**src/rtl/alu_md_control.sv**
```systemverilog
// alu_md_control: EX-stage ALU control decode plus an iterative
// multiply/divide unit owning the HI/LO registers.
//
// Ports:
//   clk, rst         rising-edge clock, asynchronous active-high reset
//   valid            EX-stage instruction is real (not a bubble)
//   ALUop, func      main-decoder class (3'b011 = R-type) and function field
//   src_a, src_b     rs / rt operand values
//   ALU_ctr          ALU operation code (combinational)
//   md_busy          multiply/divide in flight (registered)
//   stall            hold IF/ID/EX this cycle (combinational)
//   mf_result        HI (MFHI) or LO (MFLO) value (combinational)
//   hi, lo           architectural HI/LO registers
module alu_md_control #(
  parameter int DATA_W = 32,
  parameter int CNT_W  = $clog2(DATA_W) + 1
) (
  input  logic              clk,
  input  logic              rst,
  input  logic              valid,
  input  logic [2:0]        ALUop,
  input  logic [5:0]        func,
  input  logic [DATA_W-1:0] src_a,
  input  logic [DATA_W-1:0] src_b,
  output logic [3:0]        ALU_ctr,
  output logic              md_busy,
  output logic              stall,
  output logic [DATA_W-1:0] mf_result,
  output logic [DATA_W-1:0] hi,
  output logic [DATA_W-1:0] lo
);

  typedef enum logic [1:0] {S_IDLE, S_MUL, S_DIV, S_FIX} state_t;

  state_t              state;
  logic [CNT_W-1:0]    cnt;
  logic [DATA_W-1:0]   acc_hi;
  logic [DATA_W-1:0]   acc_lo;
  logic [DATA_W-1:0]   opnd;
  logic                op_mul;
  logic                neg_q;
  logic                neg_r;
  logic                div_zero;

  logic                rtype;
  logic                md_op;
  logic                mfmt_op;
  logic                md_start;
  logic                op_signed;
  logic                a_neg;
  logic                b_neg;
  logic [DATA_W-1:0]   a_mag;
  logic [DATA_W-1:0]   b_mag;
  logic [DATA_W:0]     mul_sum;
  logic [DATA_W:0]     div_shift;
  logic [DATA_W:0]     div_diff;
  logic [2*DATA_W-1:0] prod;
  logic [2*DATA_W-1:0] prod_fix;
  logic [DATA_W-1:0]   q_fix;
  logic [DATA_W-1:0]   r_fix;

  // ALU operation decode
  always_comb begin
    ALU_ctr = 4'b0000;
    case (ALUop)
      3'b000: ALU_ctr = 4'b0010;
      3'b001: ALU_ctr = 4'b0110;
      3'b010: ALU_ctr = 4'b0111;
      3'b100: ALU_ctr = 4'b0000;
      3'b101: ALU_ctr = 4'b0001;
      3'b110: ALU_ctr = 4'b1000;
      3'b011: begin
        case (func)
          6'h21: ALU_ctr = 4'b0010;
          6'h23: ALU_ctr = 4'b0110;
          6'h24: ALU_ctr = 4'b0000;
          6'h25: ALU_ctr = 4'b0001;
          6'h2A: ALU_ctr = 4'b0111;
          6'h00, 6'h04: ALU_ctr = 4'b0011;
          6'h03, 6'h07: ALU_ctr = 4'b0100;
          6'h02, 6'h06: ALU_ctr = 4'b0101;
          6'h26: ALU_ctr = 4'b1000;
          6'h27: ALU_ctr = 4'b1001;
          6'h2B: ALU_ctr = 4'b1010;
          6'h10, 6'h11, 6'h12, 6'h13,
          6'h18, 6'h19, 6'h1A, 6'h1B: ALU_ctr = 4'b1111;
          default: ALU_ctr = 4'b0000;
        endcase
      end
      default: ALU_ctr = 4'b0000;
    endcase
  end

  // MD decode and datapath
  always_comb begin
    rtype     = (ALUop == 3'b011);
    md_op     = (func[5:2] == 4'b0110);   // 0x18..0x1B
    mfmt_op   = (func[5:2] == 4'b0100);   // 0x10..0x13
    md_start  = valid & rtype & md_op & (state == S_IDLE);
    stall     = valid & rtype & (md_op | mfmt_op) & md_busy;
    mf_result = (func == 6'h10) ? hi : lo;

    op_signed = ~func[0];
    a_neg     = op_signed & src_a[DATA_W-1];
    b_neg     = op_signed & src_b[DATA_W-1];
    a_mag     = a_neg ? (~src_a + 1'b1) : src_a;
    b_mag     = b_neg ? (~src_b + 1'b1) : src_b;

    // Shift-add: add multiplicand when the current multiplier bit is set,
    // then shift {carry, acc_hi, acc_lo} right by one.
    mul_sum   = {1'b0, acc_hi} + (acc_lo[0] ? {1'b0, opnd} : '0);
    // Restoring step: remainder lives in acc_hi, dividend/quotient in acc_lo.
    // Top bit of the difference set means the trial subtraction borrowed.
    div_shift = {acc_hi, acc_lo[DATA_W-1]};
    div_diff  = div_shift - {1'b0, opnd};

    prod      = {acc_hi, acc_lo};
    prod_fix  = neg_q ? (~prod + 1'b1) : prod;
    q_fix     = neg_q ? (~acc_lo + 1'b1) : acc_lo;
    r_fix     = neg_r ? (~acc_hi + 1'b1) : acc_hi;
  end

  always_ff @(posedge clk or posedge rst) begin
    if (rst) begin
      state    <= S_IDLE;
      cnt      <= '0;
      md_busy  <= 1'b0;
      hi       <= '0;
      lo       <= '0;
      acc_hi   <= '0;
      acc_lo   <= '0;
      opnd     <= '0;
      op_mul   <= 1'b0;
      neg_q    <= 1'b0;
      neg_r    <= 1'b0;
      div_zero <= 1'b0;
    end else begin
      case (state)
        S_IDLE: begin
          if (md_start) begin
            md_busy  <= 1'b1;
            cnt      <= CNT_W'(DATA_W - 1);
            op_mul   <= ~func[1];
            neg_q    <= a_neg ^ b_neg;
            neg_r    <= a_neg;
            div_zero <= 1'b0;
            if (!func[1]) begin
              acc_hi <= '0;
              acc_lo <= b_mag;
              opnd   <= a_mag;
              state  <= S_MUL;
            end else if (src_b == '0) begin
              // Divide by zero: results staged directly, sign fix bypassed.
              acc_hi   <= src_a;
              acc_lo   <= '1;
              div_zero <= 1'b1;
              state    <= S_FIX;
            end else begin
              acc_hi <= '0;
              acc_lo <= a_mag;
              opnd   <= b_mag;
              state  <= S_DIV;
            end
          end else if (valid && rtype && !stall) begin
            if (func == 6'h11) hi <= src_a;
            if (func == 6'h13) lo <= src_a;
          end
        end
        S_MUL: begin
          {acc_hi, acc_lo} <= {mul_sum, acc_lo[DATA_W-1:1]};
          if (cnt == '0) state <= S_FIX;
          else           cnt   <= cnt - 1'b1;
        end
        S_DIV: begin
          if (div_diff[DATA_W]) begin
            acc_hi <= div_shift[DATA_W-1:0];
            acc_lo <= {acc_lo[DATA_W-2:0], 1'b0};
          end else begin
            acc_hi <= div_diff[DATA_W-1:0];
            acc_lo <= {acc_lo[DATA_W-2:0], 1'b1};
          end
          if (cnt == '0) state <= S_FIX;
          else           cnt   <= cnt - 1'b1;
        end
        S_FIX: begin
          if (div_zero) begin
            hi <= acc_hi;
            lo <= acc_lo;
          end else if (op_mul) begin
            {hi, lo} <= prod_fix;
          end else begin
            hi <= r_fix;
            lo <= q_fix;
          end
          md_busy <= 1'b0;
          state   <= S_IDLE;
        end
        default: state <= S_IDLE;
      endcase
    end
  end

endmodule
```
**config.mk**
```make
export PLATFORM = sky130hd
export DESIGN_NAME = alu_md_control
export DESIGN_NICKNAME = d
export VERILOG_FILES = /design/src/rtl/alu_md_control.sv
export SDC_FILE = /design/constraint.sdc
export NUM_CORES = 1
export LEC_CHECK = 0
export BUFFER_PORTS_ARGS = -buffer_cell sky130_fd_sc_hd__buf_2
export CAP_MARGIN = 10
export CORE_MARGIN = 2
export CORE_UTILIZATION = 35
export CTS_CLUSTER_DIAMETER = 150
export CTS_CLUSTER_SIZE = 28
export DETAILED_ROUTE_END_ITERATION = 10
export PLACE_DENSITY = 0.55
export SETUP_SLACK_MARGIN = 0.1
export SLEW_MARGIN = 30
export SYNTH_ARGS = -nofsm -noshare
export SYNTH_HDL_FRONTEND = slang
export SYNTH_SLANG_ARGS = --single-unit
```
**constraint.sdc**
```tcl
create_clock -name clk -period 5.3 [get_ports clk]
set_input_delay 1.06 -clock clk [delete_from_list [all_inputs] [get_ports clk]]
set_output_delay 1.06 -clock clk [all_outputs]
set_load 0.005 [all_outputs]
```
==> flow_summary_export.csv <==
group,metric,value,unit
final_layout,multiInputGateArea,0.0122,mm^2
setup_path,crit_family,"compound AO/OA/AOI/OAI gates",
logic_synthesis,synth-xor-area-share,0.0799,
worst_hold_path,min_path_type,"flip-flop to flip-flop",
setup_path,crit_path_top_delay_cell,"o311ai_0",
floorplanning,placeableCoreArea,0.0499,mm^2
final_layout,final_net_count,2534,
logic_synthesis,synth_async_sr_flop_share,1.00,
sta,skew,15.5,ps
logic_synthesis,muxShareOfSynthArea,0.0397,
power_and_ir_drop,cellLeakagePower,8.32,nW
setup_path,critical_path_class,"flip-flop to flip-flop",
clocking,cts_inserted_buffers,17,
logic_synthesis,synth-main-ff-cell,"dfrtp_1",
sta,hold_viol,0,
routing,post-route-drc-count,0,
routing,postRouteWirelength,80600,um
logic_synthesis,syn_area_per_cell,7.60,um^2
placement,placement.setup.worst_slack,745,ps
placement,final_weighted_congestion_in_routability_driven_placement,1.08,
sta,timing.max_slew.rel_slack,0.406,
placement,placed_cell_area,0.0190,mm^2
clocking,cts_tree,"done",
global_routing,grt_start_max_net_pins,174,
sta,timing.final.crit_period,4160,ps
clocking,worstSkewPairLatency,470,ps
sta,maxClockFrequency,0.240,GHz
power_and_ir_drop,p_sw,0.00643,W
routing,route.detailed.vias_per_inst,6.23,
setup_path,startpoint_type_of_the_worst_setup_path,"flip-flop",
power_and_ir_drop,power.density,600,mW/mm^2
setup_path,cells_along_the_critical_path,"inv_1 > nor2_1 > ha_1 > nor2b_1 > o31a_1 > o211ai_1 > a2111oi_0 > buf_4 > or2_2 > o311ai_0 > a31oi_1 > a211oi_1",
routing,first_pass_iters,6,
final_layout,syn_to_final_growth,11.7,%
sta,tightest_slew,891,ps
sta,setup_repair_after_global_routing_missed_its_margin,"no",
final_layout,final_util,0.393,
logic_synthesis,synth_adder_area_share,0.0550,
logic_synthesis,complex_gate_fraction_of_the_synthesized_area,0.317,
power_and_ir_drop,combPwrFrac,0.665,
clocking,numClockSinks,173,
global_routing,initial_antenna_violation_count,1,
clocking,cts_resized,0,
run_status,outcome,"finished clean",
setup_path,timing.critical_path.required,5680,ps
logic_synthesis,yosysUniqueCellTypes,89,
clocking,clockBufferDepth,2,
setup_path,slowest_delay,740,ps
power_and_ir_drop,clk_pwr_share,0.107,
logic_synthesis,post_synth_inst_count,2308,
clocking,clock_tree.root_cell,"clkbuf_16",
setup_path,timing.critical_path.to_type,"flip-flop",
final_layout,post_route_cells_drive_above_1_share,0.147,
clocking,hold_buffers,0,
logic_synthesis,mappedNetlistArea,0.0175,mm^2
sta,min_period_over_period,0.786,
floorplanning,die_h,228,um
global_routing,grt_pass1_vias,17900,
setup_path,critPathBufInv,2,
power_and_ir_drop,ir_drop,0.415,mV
power_and_ir_drop,cellInternalPower,0.00533,W
floorplanning,horizontal_die_dimension,228,um
clocking,postCtsSetupBuffers,0,
sta,setup_viol_count_final,0,
floorplanning,fp.dieArea,0.0519,mm^2
sta,slew_viols_final,0,
global_routing,grt_util_all_layers,0.301,
final_layout,stdcell_area,0.0196,mm^2
sta,setup-tns-final,0,ps
clocking,cts.reportedPaths.clkPinSlew,90,ps
routing,wire_per_inst,26.2,um
final_layout,fillers,5277,
setup_path,cp.arrival,4540,ps
final_layout,layout.cells.most_common,"nand2_1",
global_routing,grt.overflow.total,0,
final_layout,sequential_cell_area,0.00433,mm^2
logic_synthesis,syn_nets,2460,
sta,setup_slack,1140,ps
logic_synthesis,synth_top_family_by_area,"compound AO/OA/AOI/OAI gates",
floorplanning,boundaryPins,178,
placement,port-buffer-count,177,
global_routing,wire_length_of_the_first_global_routing_pass,118000,um
final_layout,most-common-layout-cells,"204 x nand2_1, 203 x a21oi_1, 191 x nor2_1",
routing,initialDrtViolationCount,2232,
power_and_ir_drop,switching_power_share_of_the_total,0.547,
clocking,cts-htree-levels,4,
routing,route.vias.total,19100,
logic_synthesis,synth_simple_gate_area_share,0.201,
power_and_ir_drop,p_seq_frac,0.228,
logic_synthesis,postSynthRegisterBits,173,
floorplanning,initial_utilization,0.352,
logic_synthesis,synthesis.yosys.warnings,0,
placement,dpl_hpwl,62300,um
setup_path,crit_fanout,17,
floorplanning,fp-row-count,82,
logic_synthesis,synth_enable_flop_cells,0,
logic_synthesis,synth_seq_area_share,0.247,
job,max_cap_viol_count,0,
routing,antenna_left,0,
[cells in the mapped netlist (all sizes together), types with 61 or more instances]
library cell	count	area [um^2]
nand2	206	781
a21oi	205	1030
nor2	193	727
dfrtp	173	4330
o21ai	172	876
clkbuf	148	556
xnor2	96	841
a21o	92	691
inv	87	327
a211oi	74	556
ha	74	926
nand3	71	355
xor2	64	561
nor3	61	332
[worst reg2reg max path, delay by kind of cell, from the launching register on]
family / cells / cell delay, ps
AO/OA/AOI/OAI: 6 / 2070
buffers and inverters: 2 / 730
AND/OR/NAND/NOR: 3 / 550
flip-flops: 1 / 380
adder cells (fa/ha/maj): 1 / 350
[routing by layer]
layer / global-route usage / share of wire / vias up
met3: 0.0809 / 0.10 / 135
met4: 0.109 / 0.035 / 2
met2: 0.444 / 0.42 / 1043
li1: - / - / 8668
met1: 0.421 / 0.44 / 9284
met5: 0 / 0.00019 / -
[per-stage QoR]
stage / total power (W) / hold WS (ps) / std cells
floorplan: 0.00744 / 450 / 2308
global placement: 0.0102 / 470 / 3034
detailed placement: 0.0103 / 472 / 3034
CTS: 0.0115 / 489 / 3066
global route: 0.0124 / 524 / 3067
finish: 0.0118 / 486 / 3069
[final cells by class]
| type | instances | area share |
|---|---|---|
| clock buffer | 19 | 0.0221 |
| inverter | 89 | 0.0172 |
| antenna | 2 | 0.000255 |
| timing repair buffer | 237 | 0.0698 |
| sequential | 173 | 0.221 |
| multi-input combinational | 1864 | 0.622 |
| tap | 672 | 0.0429 |
| clock inverter | 13 | 0.00530 |
[sequential cells by signal (all words and copies together) (netlist names)]
register,flops
neg_q,1
state,2
lo,32
acc_hi,32
hi,32
acc_lo,32
neg_r,1
op_mul,1
md_busy,1
cnt,6
div_zero,1
opnd,32
[path summary, 6_finish.rpt]
| path | from | endpoint | slack, ps | cells after the start |
|---|---|---|---|---|
| worst max-delay path | acc_lo[0]$_DFFE_PP0P_ | acc_hi[27]$_DFFE_PP0P_ | 1140 | 12 |
| worst min-delay path | opnd[19]$_DFFE_PP0P_ | opnd[19]$_DFFE_PP0P_ | 490 | 1 |
| worst max register to register | acc_lo[0]$_DFFE_PP0P_ | acc_hi[27]$_DFFE_PP0P_ | 1140 | 12 |
| min in group asynchronous | rst | lo[3]$_DFFE_PP0P_ | 690 | 3 |
| max in group asynchronous | rst | opnd[8]$_DFFE_PP0P_ | 3690 | 4 |
| worst min register to register | opnd[19]$_DFFE_PP0P_ | opnd[19]$_DFFE_PP0P_ | 490 | 1 |
[power groups by stage]
stage	clock (W)	sequential, W	combinational (W)
final	0.00126	0.00268	0.00782
after detailed placement	0	0.00266	0.00760
after global placement	0	0.00265	0.00756
after floorplan	0	0.00232	0.00512
after CTS	0.00125	0.00264	0.00764
after global routing	0.00130	0.00273	0.00841
[cell families (layout without fill, tap and decap cells)]
| logic type | Yosys count | in the layout |
|---|---|---|
| compound gates | 845 | 845 |
| xor+xnor | 160 | 160 |
| fa+ha+maj | 76 | 76 |
| buf+inv | 271 | 358 |
| flops | 173 | 173 |
| mux | 65 | 65 |
| other cells | 0 | 2 |
| simple gates | 718 | 718 |
Power figures use the tool's default switching activity.
